===== src/rtl/isp_cmd_parser.sv =====
// Host byte-stream command parser: frames SYNC0 SYNC1 AH AL DH DL CSUM into
// register-bank writes, rejecting bad-checksum, out-of-range and stalled frames.
//
// state   | meaning
// S_SYNC0 | idle, hunting for first sync byte
// S_SYNC1 | first sync seen, expecting second (repeated SYNC0 keeps waiting)
// S_AH    | expecting address high byte
// S_AL    | expecting address low byte
// S_DH    | expecting data high byte
// S_DL    | expecting data low byte
// S_CS    | expecting checksum; frame is judged on this byte
module isp_cmd_parser #(
   parameter int          REG_NUM     = 16,
   parameter int          TIMEOUT_CYC = 1000000,
   parameter logic [7:0]  SYNC0       = 8'h55,
   parameter logic [7:0]  SYNC1       = 8'hAA
) (
   input  logic        clk,
   input  logic        reset,
   input  logic        rx_valid,
   input  logic [7:0]  rx_data,
   output logic        wr_en,
   output logic [15:0] wr_addr,
   output logic [15:0] wr_data,
   output logic        frame_err,
   output logic [1:0]  last_err,
   output logic [7:0]  err_cnt,
   output logic        busy
);

   typedef enum logic [2:0] {
      S_SYNC0 = 3'd0,
      S_SYNC1 = 3'd1,
      S_AH    = 3'd2,
      S_AL    = 3'd3,
      S_DH    = 3'd4,
      S_DL    = 3'd5,
      S_CS    = 3'd6
   } state_t;

   localparam logic [1:0]  ERR_NONE    = 2'd0;
   localparam logic [1:0]  ERR_CSUM    = 2'd1;
   localparam logic [1:0]  ERR_RANGE   = 2'd2;
   localparam logic [1:0]  ERR_TIMEOUT = 2'd3;

   localparam int              TO_W    = (TIMEOUT_CYC > 1) ? $clog2(TIMEOUT_CYC) : 1;
   localparam logic [TO_W-1:0] TO_LAST = TO_W'(TIMEOUT_CYC - 1);
   localparam logic [16:0]     REG_LIM = 17'(REG_NUM);

   state_t          state;
   logic [15:0]     addr_sh;
   logic [15:0]     data_sh;
   logic [7:0]      csum;
   logic [TO_W-1:0] to_cnt;
   logic            to_expire;
   logic [1:0]      err_now;
   logic            wr_ok;

   assign to_expire = (TIMEOUT_CYC != 0) && (to_cnt == TO_LAST);

   // Frame verdict for this cycle; checksum is judged before address range.
   always_comb begin
      err_now = ERR_NONE;
      wr_ok   = 1'b0;
      if (rx_valid) begin
         if (state == S_CS) begin
            if (rx_data != csum)
               err_now = ERR_CSUM;
            else if ({1'b0, addr_sh} >= REG_LIM)
               err_now = ERR_RANGE;
            else
               wr_ok = 1'b1;
         end
      end else if (state != S_SYNC0 && to_expire) begin
         err_now = ERR_TIMEOUT;
      end
   end

   always_ff @(posedge clk) begin
      if (reset) begin
         state     <= S_SYNC0;
         busy      <= 1'b0;
         addr_sh   <= '0;
         data_sh   <= '0;
         csum      <= '0;
         to_cnt    <= '0;
         wr_en     <= 1'b0;
         wr_addr   <= '0;
         wr_data   <= '0;
         frame_err <= 1'b0;
         last_err  <= ERR_NONE;
         err_cnt   <= '0;
      end else begin
         wr_en     <= wr_ok;
         frame_err <= (err_now != ERR_NONE);
         if (wr_ok) begin
            wr_addr <= addr_sh;
            wr_data <= data_sh;
         end
         if (err_now != ERR_NONE) begin
            last_err <= err_now;
            if (err_cnt != 8'hFF)
               err_cnt <= err_cnt + 8'd1;
         end

         if (rx_valid) begin
            to_cnt <= '0;
            case (state)
               S_SYNC0: begin
                  if (rx_data == SYNC0) begin
                     state <= S_SYNC1;
                     busy  <= 1'b1;
                  end
               end
               S_SYNC1: begin
                  if (rx_data == SYNC1) begin
                     state <= S_AH;
                  end else if (rx_data != SYNC0) begin
                     state <= S_SYNC0;
                     busy  <= 1'b0;
                  end
               end
               S_AH: begin
                  addr_sh[15:8] <= rx_data;
                  csum          <= rx_data;
                  state         <= S_AL;
               end
               S_AL: begin
                  addr_sh[7:0] <= rx_data;
                  csum         <= csum + rx_data;
                  state        <= S_DH;
               end
               S_DH: begin
                  data_sh[15:8] <= rx_data;
                  csum          <= csum + rx_data;
                  state         <= S_DL;
               end
               S_DL: begin
                  data_sh[7:0] <= rx_data;
                  csum         <= csum + rx_data;
                  state        <= S_CS;
               end
               default: begin
                  state <= S_SYNC0;
                  busy  <= 1'b0;
               end
            endcase
         end else if (state != S_SYNC0) begin
            // A byte on the expiry cycle takes the rx_valid branch above instead.
            if (to_expire) begin
               state  <= S_SYNC0;
               busy   <= 1'b0;
               to_cnt <= '0;
            end else begin
               to_cnt <= to_cnt + TO_W'(1);
            end
         end else begin
            to_cnt <= '0;
         end
      end
   end

endmodule


===== config.mk =====
export PLATFORM = sky130hd
export DESIGN_NAME = isp_cmd_parser
export DESIGN_NICKNAME = d
export VERILOG_FILES = /design/src/rtl/isp_cmd_parser.sv
export SDC_FILE = /design/constraint.sdc
export NUM_CORES = 1
export LEC_CHECK = 0
export ABC_AREA = 1
export CELL_PAD_IN_SITES_DETAIL_PLACEMENT = 1
export CELL_PAD_IN_SITES_GLOBAL_PLACEMENT = 2
export CORE_AREA = 2 2 124 126
export CTS_CLUSTER_DIAMETER = 50
export DETAILED_ROUTE_END_ITERATION = 7
export DIE_AREA = 0 0 126 128
export GPL_ROUTABILITY_DRIVEN = 0
export GPL_TIMING_DRIVEN = 0
export PLACE_DENSITY_LB_ADDON = 0.08
export SYNTH_ARGS = -nofsm -noshare
export SYNTH_HDL_FRONTEND = slang
export SYNTH_SLANG_ARGS = --single-unit

===== constraint.sdc =====
create_clock -name clk -period 2 [get_ports clk]
set_input_delay 0.3 -clock clk [delete_from_list [all_inputs] [get_ports clk]]
set_output_delay 0.3 -clock clk [all_outputs]
set_load 0.02 [all_outputs]

==> results of run 1 <==
-- per-layer routing --
metal	GRT usage	vias to the layer above	wire length (um)
li1	-	2173	-
met1	0.225	2072	6560
met2	0.282	52	6160
met3	0.0217	14	258
met4	0.0621	0	205
met5	0	-	0
-- worst max-delay path, delay by kind of cell --
family	cells	cell delay, ns
buf+inv	4	0.79
compound gates	1	0.14
fa+ha+maj	1	0.28
simple gates	6	0.61
-- state kept, by name, summed over array words and instances (netlist names) --
register	cells
wr_data	16
wr_addr	16
state	3
last_err	2
busy	1
addr_sh	16
csum	8
to_cnt	20
frame_err	1
err_cnt	8
data_sh	16
wr_en	1
-- through the flow --
step | total power [W] | instance area [um^2] | setup slack, ns
2_1_floorplan | 0.00228 | 4790 | 0.285
3_3_place_gp | 0.00234 | 5560 | -0.784
6_report | 0.00411 | 5980 | 0.116
4_1_cts | 0.00417 | 5930 | 0.0378
3_5_place_dp | 0.00234 | 5560 | -0.787
5_1_grt | 0.00427 | 5980 | 0.0140
-- placed cells by master (no fill, tap or decap), types with 3 or more instances in the layout --
cell type / instances
o21bai_1: 3
nand3_1: 29
o21ai_0: 53
xor2_1: 11
dlygate4sd2_1: 6
nor2_4: 4
xnor2_1: 4
nand4_1: 13
and3_1: 11
nand2_1: 79
nor3b_1: 4
buf_2: 5
ha_4: 5
dfxtp_1: 107
nand2_2: 5
clkbuf_16: 9
a31oi_1: 3
nand3_2: 5
nor3_1: 9
clkbuf_1: 11
clkdlybuf4s50_1: 46
inv_1: 48
buf_4: 8
o21a_1: 3
nor2_1: 86
nor2_2: 9
a21oi_1: 54
o21ai_1: 7
inv_2: 7
a211oi_1: 3
-- power by group through the flow --
| stage | combinational, W | sequential (W) | clock (W) |
|---|---|---|---|
| detailed placement | 0.000144 | 0.00220 | 0 |
| floorplan | 0.0000794 | 0.00220 | 0 |
| CTS | 0.000150 | 0.00215 | 0.00187 |
| global route | 0.000170 | 0.00215 | 0.00195 |
| global placement | 0.000141 | 0.00220 | 0 |
| finish | 0.000153 | 0.00215 | 0.00180 |
-- worst max-delay path by stage --
stage / end / from / cells after the start / slack [ns]
2_1_floorplan: wr_data[10] / rx_data[2] / 10 / 0.29
3_3_place_gp: wr_data[9] / rx_data[3] / 12 / -0.78
3_5_place_dp: wr_data[7] / rx_data[3] / 12 / -0.79
4_1_cts: wr_data[11] / csum[3] / 11 / 0.04
5_1_grt: wr_data[0] / csum[5] / 11 / 0.01
6_report: wr_data[9] / rx_data[5] / 12 / 0.12
-- layout make-up --
class,count,area (um^2),share of cell area
plain buffers,23,145,0.0243
clock buffers,10,229,0.0383
clock inverters,5,62.6,0.0105
inverters,58,221,0.0370
multi-input cells,425,2380,0.398
flip-flops and latches,108,2160,0.362
well taps,188,235,0.0393
repair buffers,56,544,0.0910
-- timing repair --
item,4_1_cts,5_1_grt
hold endpoints to repair,0,0
pin swaps,2,3
setup buffers,1,1
gates cloned,1,0
gates resized for setup,29,10
endpoints found under the setup margin,44,37
-- cells by family (layout without fill, tap and decap cells) --
family	after synthesis	count (layout)
simple gates	266	266
fa+ha+maj	10	10
compound gates	132	132
buf+inv	81	152
xor+xnor	16	16
flops	108	108
mux	1	1
==> flow_summary.html, run 1 <==
<table>
<tr><th>Metric</th><th>Value</th></tr>
<tr><th colspan="2">Pwr</th></tr>
<tr><td>Worst supply voltage drop on vdd</td><td>~0.00039 V</td></tr>
<tr><td>Seq pwr share</td><td>0.523</td></tr>
<tr><td>Sw Share</td><td>0.228</td></tr>
<tr><td>Internal power</td><td>0.00317 W</td></tr>
<tr><td>P_sw</td><td>between 0.0009 and 0.001 W</td></tr>
<tr><td>Power per standard cell area</td><td>a little under 700 mW/mm^2</td></tr>
<tr><td>Static leakage</td><td>between 2 and 2.5 nW</td></tr>
<tr><td>Combinational cell fraction of total power</td><td>0.037</td></tr>
<tr><td>Part of the power in the clock network</td><td>0.440</td></tr>
<tr><th colspan="2">Timing</th></tr>
<tr><td>Final-report hold violation count</td><td>0</td></tr>
<tr><td>Final period demand of the worst path</td><td>1.88 ns</td></tr>
<tr><td>Worst-Margin Slew</td><td>~0.54 ns</td></tr>
<tr><td>Setup repair after global routing missed its margin</td><td>false</td></tr>
<tr><td>Worst hold margin</td><td>0.307 ns</td></tr>
<tr><td>Final-report setup violation count</td><td>0</td></tr>
<tr><td>Worst Skew</td><td>about 0.0055 ns</td></tr>
<tr><td>Setup TNS</td><td>0 ns</td></tr>
<tr><td>FMAX</td><td>531 MHz</td></tr>
<tr><td>Slew Viols, Final</td><td>0</td></tr>
<tr><td>Max-Slew Margin vs Limit</td><td>0.637</td></tr>
<tr><td>Period utilization</td><td>0.942</td></tr>
<tr><th colspan="2">Worst setup path</th></tr>
<tr><td>Register-to-register path setup slack</td><td>between 0.1 and 0.15 ns</td></tr>
<tr><td>Kind of capture point of the worst setup path</td><td>flip-flop</td></tr>
<tr><td>Critical setup path kind</td><td>input pin to flip-flop</td></tr>
<tr><td>Worst setup SP type</td><td>input pin</td></tr>
<tr><td>Start of the worst register-to-register path</td><td>csum[2]</td></tr>
<tr><td>CP required</td><td>~2.3 ns</td></tr>
<tr><td>Crit path cell chain</td><td>dlygate4sd2_1 -&gt; ha_4 -&gt; inv_1 -&gt; nand2_1 -&gt; nor2_2 -&gt; nand2_2 -&gt; nor2_4 -&gt; nand4_4 -&gt; buf_6 -&gt; buf_12 -&gt; o21ai_1 -&gt; nor2_1</td></tr>
<tr><td>Reg2reg path depth</td><td>10</td></tr>
<tr><td>Maximum fanout along the worst path</td><td>10</td></tr>
<tr><td>Worst r2r dst</td><td>wr_data[9]</td></tr>
<tr><td>Worst path max stage delay</td><td>about 0.4 ns</td></tr>
<tr><td>Crit-path slowest cell</td><td>dlygate4sd2_1</td></tr>
<tr><td>Signal arrival time at the worst endpoint</td><td>2.13 ns</td></tr>
<tr><th colspan="2">Logic synthesis</th></tr>
<tr><td>Flip-flop cell with the highest count after synthesis</td><td>dfxtp_1</td></tr>
<tr><td>Synthesized net count</td><td>635</td></tr>
<tr><td>Avg Inst Size Synth</td><td>approximately 8 um^2</td></tr>
<tr><td>Compound-cell area share of the yosys netlist</td><td>0.148</td></tr>
<tr><td>Async set-reset flop share out of synthesis</td><td>0</td></tr>
<tr><td>Post-synth EDFFs</td><td>0</td></tr>
<tr><td>Largest family of logic cells by synthesized area</td><td>simple AND/OR/NAND/NOR gates</td></tr>
<tr><td>Top cells by instance count after synthesis</td><td>dfxtp_1 (108), nor2_1 (87), nand2_1 (80), o21ai_0 (61), a21oi_1 (54)</td></tr>
<tr><td>Post-Syn Instances</td><td>614</td></tr>
<tr><td>Post-synth top area share</td><td>0.451</td></tr>
<tr><td>Leading cell types by total area after synthesis</td><td>dfxtp_1 (45%), nor2_1 (6.8%), o21ai_0 (6.4%)</td></tr>
<tr><td>Netlist Area Pre-Place</td><td>0.00479 mm^2</td></tr>
<tr><td>Post-synth cell types</td><td>48</td></tr>
<tr><td>Count leader, synth</td><td>dfxtp_1</td></tr>
<tr><td>Synth Area in Simple Gates</td><td>0.267</td></tr>
<tr><td>Fraction of synthesized area in multiplexers</td><td>0.00209</td></tr>
<tr><td>Dominant cell type by area after synthesis</td><td>dfxtp_1</td></tr>
<tr><td>Post-Synth XOR/XNOR Area</td><td>0.0308</td></tr>
<tr><td>Share of synthesized cell area in full adder, half adder and majority cells</td><td>0.0277</td></tr>
<tr><td>Synthesis-stage register bit count</td><td>108</td></tr>
<tr><td>Sequential share of the synthesized area</td><td>0.451</td></tr>
<tr><td>Number of warnings issued by yosys</td><td>0</td></tr>
<tr><th colspan="2">Placed design</th></tr>
<tr><td>Port-buffer cells</td><td>53</td></tr>
<tr><td>Placed Cells incl. Taps</td><td>855</td></tr>
<tr><td>HPWL reported at the end of detailed placement</td><td>9900 um</td></tr>
<tr><th colspan="2">Flow run</th></tr>
<tr><td>Max-cap check violation count</td><td>0</td></tr>
<tr><th colspan="2">Floorplanning</th></tr>
<tr><td>Core area</td><td>0.0149 mm^2</td></tr>
<tr><td>Std-Cell Rows</td><td>45</td></tr>
<tr><td>Starting density of the core</td><td>0.322</td></tr>
<tr><td>Die width</td><td>126 um</td></tr>
<tr><td>Chip Height</td><td>about 130 um</td></tr>
<tr><td>Number of top-level pins</td><td>56</td></tr>
<tr><td>Die Outline Area</td><td>0.0161 mm^2</td></tr>
<tr><th colspan="2">Worst hold path</th></tr>
<tr><td>End point of the most critical hold path</td><td>state[2]</td></tr>
<tr><td>Hold Startpoint</td><td>rx_valid</td></tr>
<tr><td>Worst hold path stage count</td><td>3</td></tr>
<tr><td>Path category of the worst min-delay check</td><td>input pin to flip-flop</td></tr>
<tr><th colspan="2">Layout</th></tr>
<tr><td>Area growth syn-to-layout</td><td>24.9%</td></tr>
<tr><td>Antenna diode count</td><td>0</td></tr>
<tr><td>Finished Layout Cells</td><td>just under 900</td></tr>
<tr><td>Fillers</td><td>approximately 1800</td></tr>
<tr><td>Share of final-layout standard cells stronger than drive strength 1</td><td>0.123</td></tr>
<tr><td>Final Util</td><td>0.403</td></tr>
<tr><td>Nets</td><td>between 700 and 800</td></tr>
<tr><th colspan="2">Clocking</th></tr>
<tr><td>Root buffer cell</td><td>clkbuf_16</td></tr>
<tr><td>Sink count of the clock tree</td><td>108</td></tr>
<tr><td>Clock-pin transition on the worst setup and hold timing paths</td><td>around 0.070 ns</td></tr>
<tr><td>Latest clock arrival within the worst-skew pair</td><td>0.35 ns</td></tr>
<tr><td>CTS tree</td><td>done</td></tr>
<tr><td>TritonCTS buffer count</td><td>9</td></tr>
<tr><td>Depth of the CTS H-tree</td><td>3</td></tr>
<tr><td>Post-CTS Hold Buffers</td><td>0</td></tr>
<tr><td>Clock Path Buffers</td><td>2</td></tr>
<tr><th colspan="2">Run status</th></tr>
<tr><td>Status</td><td>completed</td></tr>
<tr><th colspan="2">Global route</th></tr>
<tr><td>Total Routing Usage GR</td><td>0.169</td></tr>
<tr><td>Via count of the first global-routing pass</td><td>4354</td></tr>
<tr><td>Grt total ovfl</td><td>0</td></tr>
<tr><td>Maximum number of pins on one net before global-route repair</td><td>18</td></tr>
<tr><td>First-pass GRT wire length</td><td>21800 um</td></tr>
<tr><td>Antenna violations before repair</td><td>0</td></tr>
<tr><th colspan="2">Routing</th></tr>
<tr><td>Vias per std cell</td><td>4.94</td></tr>
<tr><td>Post-detailed-route DRC marker count</td><td>0</td></tr>
<tr><td>Average wire per standard cell</td><td>approximately 15 um</td></tr>
<tr><td>First drt pass iteration count</td><td>5</td></tr>
<tr><td>Number of DRC markers in iteration 0</td><td>135</td></tr>
<tr><td>Routed vias</td><td>4311</td></tr>
<tr><td>Post-detailed-route count of antenna-violating nets</td><td>0</td></tr>
<tr><td>Final wirelength</td><td>~13000 um</td></tr>
</table>
Note: power is estimated with default switching activity, not from simulation.
==> run 2: changes to the inputs <==
PLACE_DENSITY = 0.77   (was unset)
PLACE_DENSITY_LB_ADDON = unset   (was 0.08)
==> run 2 against run 1 <==
Power is 2.8% higher. Register-to-register slack about the same. Global-route usage down 0.087 points. Fmax up 0.60%. Hold slack got worse by 0.011 ns. Routed wire length fell by 0.37%. Critical endpoint is now wr_addr[11].
==> flow_summary.html, run 2 (synthesis gave the netlist of run 1 again) <==
<table>
<tr><th>Metric</th><th>Value</th></tr>
<tr><th colspan="2">Worst setup path</th></tr>
<tr><td>Worst path max stage delay</td><td>0.34 ns</td></tr>
<tr><td>Number of buffers and inverters on the critical path</td><td>3</td></tr>
<tr><td>Dominant delay contributor by cell family on the critical path</td><td>simple AND/OR/NAND/NOR gates</td></tr>
<tr><td>Crit-path slowest cell</td><td>dfxtp_2</td></tr>
<tr><td>Crit path cell chain</td><td>ha_4 -&gt; inv_1 -&gt; nand2_1 -&gt; nor2_2 -&gt; nand2_2 -&gt; nor2_4 -&gt; nand4_4 -&gt; buf_6 -&gt; buf_4 -&gt; and3_1</td></tr>
<tr><td>CP required</td><td>between 2 and 2.5 ns</td></tr>
<tr><td>Kind of capture point of the worst setup path</td><td>flip-flop</td></tr>
<tr><td>Maximum fanout along the worst path</td><td>10</td></tr>
<tr><td>Critical setup path kind</td><td>flip-flop to flip-flop</td></tr>
<tr><td>Worst setup SP type</td><td>flip-flop</td></tr>
<tr><td>Signal arrival time at the worst endpoint</td><td>2.12 ns</td></tr>
<tr><th colspan="2">Floorplanning</th></tr>
<tr><td>Std-Cell Rows</td><td>45</td></tr>
<tr><td>Die Outline Area</td><td>around 0.016 mm^2</td></tr>
<tr><td>Starting density of the core</td><td>0.322</td></tr>
<tr><td>Chip Height</td><td>approximately 130 um</td></tr>
<tr><td>Core area</td><td>0.0149 mm^2</td></tr>
<tr><td>Die width</td><td>126 um</td></tr>
<tr><td>Number of top-level pins</td><td>between 50 and 60</td></tr>
<tr><th colspan="2">Clocking</th></tr>
<tr><td>CTS tree</td><td>done</td></tr>
<tr><td>Depth of the CTS H-tree</td><td>3</td></tr>
<tr><td>Latest clock arrival within the worst-skew pair</td><td>0.36 ns</td></tr>
<tr><td>TritonCTS buffer count</td><td>9</td></tr>
<tr><td>Clock-pin transition on the worst setup and hold timing paths</td><td>around 0.070 ns</td></tr>
<tr><td>Sink count of the clock tree</td><td>108</td></tr>
<tr><td>Clock Path Buffers</td><td>2</td></tr>
<tr><td>Root buffer cell</td><td>clkbuf_16</td></tr>
<tr><th colspan="2">Pwr</th></tr>
<tr><td>Power per standard cell area</td><td>705 mW/mm^2</td></tr>
<tr><td>Part of the power in the clock network</td><td>0.454</td></tr>
<tr><td>Static leakage</td><td>2.34 nW</td></tr>
<tr><td>Worst supply voltage drop on vdd</td><td>0.000355 V</td></tr>
<tr><td>Internal power</td><td>0.00329 W</td></tr>
<tr><td>Total power after layout</td><td>0.00422 W</td></tr>
<tr><td>P_sw</td><td>approximately 0.00093 W</td></tr>
<tr><td>Sw Share</td><td>0.220</td></tr>
<tr><td>Combinational cell fraction of total power</td><td>0.037</td></tr>
<tr><td>Seq pwr share</td><td>0.509</td></tr>
<tr><th colspan="2">Layout</th></tr>
<tr><td>Share of final-layout standard cells stronger than drive strength 1</td><td>0.126</td></tr>
<tr><td>Leading cell types in the layout, fill and taps excluded</td><td>dfxtp_1 (104), nor2_1 (86), nand2_1 (79)</td></tr>
<tr><td>Non-Filler Cell Area, Final</td><td>0.00599 mm^2</td></tr>
<tr><td>Area growth syn-to-layout</td><td>25.0%</td></tr>
<tr><td>Nets</td><td>701</td></tr>
<tr><td>Most common cell after layout, fill and taps aside</td><td>dfxtp_1</td></tr>
<tr><td>Antenna diode count</td><td>0</td></tr>
<tr><td>Final Util</td><td>0.403</td></tr>
<tr><td>Number of flip-flops in the largest register</td><td>20</td></tr>
<tr><td>Top register by number of flip-flops</td><td>to_cnt</td></tr>
<tr><th colspan="2">Global route</th></tr>
<tr><td>Antenna violations before repair</td><td>0</td></tr>
<tr><td>Via count of the first global-routing pass</td><td>4403</td></tr>
<tr><td>First-pass GRT wire length</td><td>22000 um</td></tr>
<tr><td>Maximum number of pins on one net before global-route repair</td><td>18</td></tr>
<tr><td>Grt total ovfl</td><td>0</td></tr>
<tr><td>Total Routing Usage GR</td><td>0.168</td></tr>
<tr><th colspan="2">Routing</th></tr>
<tr><td>Post-detailed-route DRC marker count</td><td>0</td></tr>
<tr><td>Post-detailed-route count of antenna-violating nets</td><td>0</td></tr>
<tr><td>Average wire per standard cell</td><td>15.1 um</td></tr>
<tr><td>Vias per std cell</td><td>4.89</td></tr>
<tr><td>Final wirelength</td><td>13100 um</td></tr>
<tr><td>First drt pass iteration count</td><td>4</td></tr>
<tr><td>Routed vias</td><td>4268</td></tr>
<tr><td>Number of DRC markers in iteration 0</td><td>204</td></tr>
<tr><th colspan="2">Timing</th></tr>
<tr><td>FMAX</td><td>534 MHz</td></tr>
<tr><td>Setup repair after global routing missed its margin</td><td>false</td></tr>
<tr><td>Worst Skew</td><td>~0.0059 ns</td></tr>
<tr><td>Worst hold margin</td><td>slightly below 0.3 ns</td></tr>
<tr><td>Final-report setup violation count</td><td>0</td></tr>
<tr><td>Worst-case setup margin in the final layout</td><td>0.127 ns</td></tr>
<tr><td>Worst-Margin Slew</td><td>~0.58 ns</td></tr>
<tr><td>Slew Viols, Final</td><td>0</td></tr>
<tr><td>Final-report hold violation count</td><td>0</td></tr>
<tr><td>Max-Slew Margin vs Limit</td><td>0.613</td></tr>
<tr><td>Final period demand of the worst path</td><td>1.87 ns</td></tr>
<tr><td>Period utilization</td><td>0.936</td></tr>
<tr><th colspan="2">Placed design</th></tr>
<tr><td>HPWL reported at the end of detailed placement</td><td>9810 um</td></tr>
<tr><td>Setup slack at placement</td><td>-0.718 ns</td></tr>
<tr><td>Port-buffer cells</td><td>53</td></tr>
<tr><td>Dpl cell area</td><td>0.00556 mm^2</td></tr>
<tr><th colspan="2">Flow run</th></tr>
<tr><td>Max-cap check violation count</td><td>0</td></tr>
<tr><th colspan="2">Run status</th></tr>
<tr><td>Status</td><td>completed</td></tr>
<tr><th colspan="2">Worst hold path</th></tr>
<tr><td>Path category of the worst min-delay check</td><td>input pin to flip-flop</td></tr>
</table>
## run 2: timing repair
item / 4_1_cts / 5_1_grt
hold buffers: 0 / 0
endpoints found under the setup margin: 45 / 44
gates cloned: 0 / 1
resized for setup: 12 / 28
buffers inserted: 0 / 1
pin swaps: 0 / 4
## run 2: power groups by stage
stage	clock (W)	combinational, W	sequential, W
global placement	0	0.000145	0.00220
floorplan	0	0.0000794	0.00220
detailed placement	0	0.000147	0.00220
CTS	0.00198	0.000147	0.00215
finish	0.00192	0.000155	0.00215
global route	0.00205	0.000172	0.00215
## run 2: path summary, 6_finish.rpt
path | slack (ns) | endpoint | startpoint | depth (start not counted)
setup / recovery | 0.13 | wr_addr[11] | csum[5] | 10
hold / removal | 0.30 | state[2] | rx_valid | 3
setup reg to reg | 0.13 | wr_addr[11] | csum[5] | 10
hold reg to reg | 0.45 | addr_sh[6] | addr_sh[6] | 2
## run 2: area by class of cell
| type | instances | area [um^2] |
|---|---|---|
| Buffer | 23 | 136 |
| Clock buffer | 10 | 229 |
| Clock inverter | 6 | 86.3 |
| Fill cell | 1803 | 8880 |
| Inverter | 58 | 221 |
| Multi-Input combinational cell | 425 | 2380 |
| Sequential cell | 108 | 2170 |
| Tap cell | 188 | 235 |
| Timing Repair Buffer | 55 | 533 |
## run 2: per-layer routing
layer / up-vias / share of wire / track usage
li1: 2163 / - / -
met1: 2037 / 0.51 / 0.233
met2: 56 / 0.45 / 0.267
met3: 12 / 0.026 / 0.0267
met4: 0 / 0.014 / 0.0575
met5: - / 0 / 0
## run 2: through the flow
| stage | setup TNS (ns) | instances |
|---|---|---|
| final | 0 | 873 |
| after global routing | 0 | 873 |
| after CTS | 0 | 871 |
| after detailed placement | -30.52 | 855 |
| after global placement | -28.34 | 855 |
| after floorplan | 0 | 614 |
## run 2: worst register-to-register path: cells and delay by family (launching register included)
kind	cells	cell delay, ns
buf+inv	3	0.43
flops	1	0.34
fa+ha+maj	1	0.24
simple gates	6	0.76
==> run 3: changes to the inputs <==
MAX_ROUTING_LAYER = met4   (was unset)
==> run 3 against run 2 <==
Power is 0.22% higher. Combinational power hardly changed. First-iteration DRC count is 6.9% higher. Largest power group unchanged.
==> flow_summary.html, run 3 (synthesis gave the netlist of run 1 again) <==
<table>
<tr><th>Metric</th><th>Value</th></tr>
<tr><th colspan="2">Global route</th></tr>
<tr><td>Antenna violations before repair</td><td>0</td></tr>
<tr><td>Via count of the first global-routing pass</td><td>4400</td></tr>
<tr><td>Global routing usage on met1</td><td>0.234</td></tr>
<tr><td>First-pass GRT wire length</td><td>22000 um</td></tr>
<tr><td>Busiest layer in global routing</td><td>met2</td></tr>
<tr><td>GR Layer Usage met3</td><td>0.0259</td></tr>
<tr><td>Maximum number of pins on one net before global-route repair</td><td>18</td></tr>
<tr><td>Grt total ovfl</td><td>0</td></tr>
<tr><td>Total Routing Usage GR</td><td>0.173</td></tr>
<tr><td>GRT met2 Usage</td><td>0.268</td></tr>
<tr><th colspan="2">Routing</th></tr>
<tr><td>Number of DRC markers in iteration 0</td><td>~220</td></tr>
<tr><td>Vias per std cell</td><td>about 4.9</td></tr>
<tr><td>Routed vias</td><td>4275</td></tr>
<tr><td>Final wirelength</td><td>13200 um</td></tr>
<tr><td>First drt pass iteration count</td><td>4</td></tr>
<tr><td>Post-detailed-route DRC marker count</td><td>0</td></tr>
<tr><td>Post-detailed-route count of antenna-violating nets</td><td>0</td></tr>
<tr><td>Average wire per standard cell</td><td>15.1 um</td></tr>
<tr><th colspan="2">Layout</th></tr>
<tr><td>Antenna diode count</td><td>0</td></tr>
<tr><td>Leading cell types in the layout, fill and taps excluded</td><td>dfxtp_1 (104), nor2_1 (86), nand2_1 (79)</td></tr>
<tr><td>Most common cell after layout, fill and taps aside</td><td>dfxtp_1</td></tr>
<tr><td>Number of flip-flops in the largest register</td><td>20</td></tr>
<tr><td>Non-Filler Cell Area, Final</td><td>0.00601 mm^2</td></tr>
<tr><td>Top register by number of flip-flops</td><td>to_cnt</td></tr>
<tr><td>Nets</td><td>701</td></tr>
<tr><td>Area growth syn-to-layout</td><td>25.5%</td></tr>
<tr><td>Fillers</td><td>1803</td></tr>
<tr><td>Share of final-layout standard cells stronger than drive strength 1</td><td>0.130</td></tr>
<tr><th colspan="2">Worst setup path</th></tr>
<tr><td>Worst path max stage delay</td><td>0.33 ns</td></tr>
<tr><td>Signal arrival time at the worst endpoint</td><td>around 2.1 ns</td></tr>
<tr><td>Worst setup SP type</td><td>flip-flop</td></tr>
<tr><td>Most used cell, CP</td><td>buf_6</td></tr>
<tr><td>Crit-path slowest cell</td><td>dfxtp_2</td></tr>
<tr><td>Dominant delay contributor by cell family on the critical path</td><td>simple AND/OR/NAND/NOR gates</td></tr>
<tr><td>Kind of capture point of the worst setup path</td><td>flip-flop</td></tr>
<tr><td>Critical setup path kind</td><td>flip-flop to flip-flop</td></tr>
<tr><td>Crit path cell chain</td><td>ha_4 -&gt; buf_6 -&gt; nor3_4 -&gt; nand2_2 -&gt; nor2_4 -&gt; nand4_4 -&gt; buf_6 -&gt; buf_6 -&gt; o21ai_1 -&gt; nor2_1</td></tr>
<tr><td>CP required</td><td>around 2.3 ns</td></tr>
<tr><td>Maximum fanout along the worst path</td><td>10</td></tr>
<tr><td>Number of buffers and inverters on the critical path</td><td>3</td></tr>
<tr><th colspan="2">Timing</th></tr>
<tr><td>Final-report hold violation count</td><td>0</td></tr>
<tr><td>Period utilization</td><td>0.926</td></tr>
<tr><td>Max-Slew Margin vs Limit</td><td>0.600</td></tr>
<tr><td>Final period demand of the worst path</td><td>1.85 ns</td></tr>
<tr><td>Worst-Margin Slew</td><td>0.600 ns</td></tr>
<tr><td>Final-report setup violation count</td><td>0</td></tr>
<tr><td>Slew Viols, Final</td><td>0</td></tr>
<tr><td>Setup repair after global routing missed its margin</td><td>false</td></tr>
<tr><td>Setup TNS</td><td>0 ns</td></tr>
<tr><td>FMAX</td><td>540 MHz</td></tr>
<tr><td>Worst Skew</td><td>0.00659 ns</td></tr>
<tr><th colspan="2">Placed design</th></tr>
<tr><td>HPWL reported at the end of detailed placement</td><td>9810 um</td></tr>
<tr><td>Dpl cell area</td><td>~0.0056 mm^2</td></tr>
<tr><td>Port-buffer cells</td><td>53</td></tr>
<tr><th colspan="2">Clocking</th></tr>
<tr><td>TritonCTS buffer count</td><td>9</td></tr>
<tr><td>Post-CTS Hold Buffers</td><td>0</td></tr>
<tr><td>Root buffer cell</td><td>clkbuf_16</td></tr>
<tr><td>Clock Path Buffers</td><td>2</td></tr>
<tr><td>Latest clock arrival within the worst-skew pair</td><td>approximately 0.36 ns</td></tr>
<tr><td>CTS tree</td><td>done</td></tr>
<tr><td>Sink count of the clock tree</td><td>108</td></tr>
<tr><td>Depth of the CTS H-tree</td><td>3</td></tr>
<tr><td>Clock-pin transition on the worst setup and hold timing paths</td><td>0.07 ns</td></tr>
<tr><th colspan="2">Pwr</th></tr>
<tr><td>Static leakage</td><td>2.35 nW</td></tr>
<tr><td>Worst supply voltage drop on vdd</td><td>0.000355 V</td></tr>
<tr><td>Power per standard cell area</td><td>704 mW/mm^2</td></tr>
<tr><th colspan="2">Floorplanning</th></tr>
<tr><td>Starting density of the core</td><td>0.322</td></tr>
<tr><td>Std-Cell Rows</td><td>45</td></tr>
<tr><td>Core area</td><td>0.0149 mm^2</td></tr>
<tr><td>Die width</td><td>126 um</td></tr>
<tr><td>Chip Height</td><td>roughly 130 um</td></tr>
<tr><td>Number of top-level pins</td><td>56</td></tr>
<tr><td>Die Outline Area</td><td>0.0161 mm^2</td></tr>
<tr><th colspan="2">Flow run</th></tr>
<tr><td>Max-cap check violation count</td><td>0</td></tr>
<tr><th colspan="2">Worst hold path</th></tr>
<tr><td>Path category of the worst min-delay check</td><td>input pin to flip-flop</td></tr>
<tr><th colspan="2">Run status</th></tr>
<tr><td>Status</td><td>completed</td></tr>
</table>
run 3: cell counts in the layout (fill, tap and decap cells not counted):
Identical to the previous run, type by type.
run 3: final timing paths:
kind,from,end,slack (ns),cells past startpoint
max,csum[2],wr_data[10],0.15,10
max reg2reg,csum[2],wr_data[10],0.15,10
min,rx_valid,state[2],0.30,3
min reg2reg,addr_sh[6],addr_sh[6],0.46,2
run 3: what timing repair did:
| action | CTS | global route |
|---|---|---|
| setup buffers | 0 | 1 |
| pin swaps | 0 | 5 |
| resized for setup | 12 | 32 |
| gates cloned | 0 | 1 |
| endpoints found under the setup margin | 45 | 44 |
run 3: report_power, final:
part	internal, W	switching [W]	leakage (nW)
clock network	0.00110	0.000827	0.153
registers	0.00215	0.0000000782	0.871
logic	0.0000484	0.000109	1.32
total	0.00330	0.000936	2.35
run 3: layout make-up:
cell class                 count  area, um^2  area share
inverter                      58         221      0.0368
multi-input combinational    425        2400       0.399
timing repair buffer          55         533      0.0887
clock inverter                 6        86.3      0.0144
buffer                        23         140      0.0233
clock buffer                  10         229      0.0381
sequential                   108        2170       0.360
tap                          188         235      0.0391
run 3: per-stage QoR:
stage          worst slack, ns  power, W  hold slack (ns)  instances  utilization
2_1_floorplan            0.285   0.00228            0.424        614            -
4_1_cts                 0.0140   0.00428            0.284        871        0.397
5_1_grt                0.00454   0.00438            0.314        873        0.404
6_report                 0.149   0.00423            0.299        873        0.404
3_5_place_dp            -0.718   0.00235            0.447        855        0.374
3_3_place_gp            -0.671   0.00234            0.435        855        0.374
run 3: layer usage:
layer | vias to the layer above | part of all wire
met1 | 2048 | 0.51
met3 | 12 | 0.026
met5 | - | 0
li1 | 2160 | -
met2 | 55 | 0.45
met4 | 0 | 0.014
run 3: worst min-delay path: cells and delay by family:
family / cells / cell delay (ns)
and+or+nand+nor: 1 / 0.09
AOI/OAI and AO/OA: 1 / 0.06
buffers and inverters: 1 / 0.15
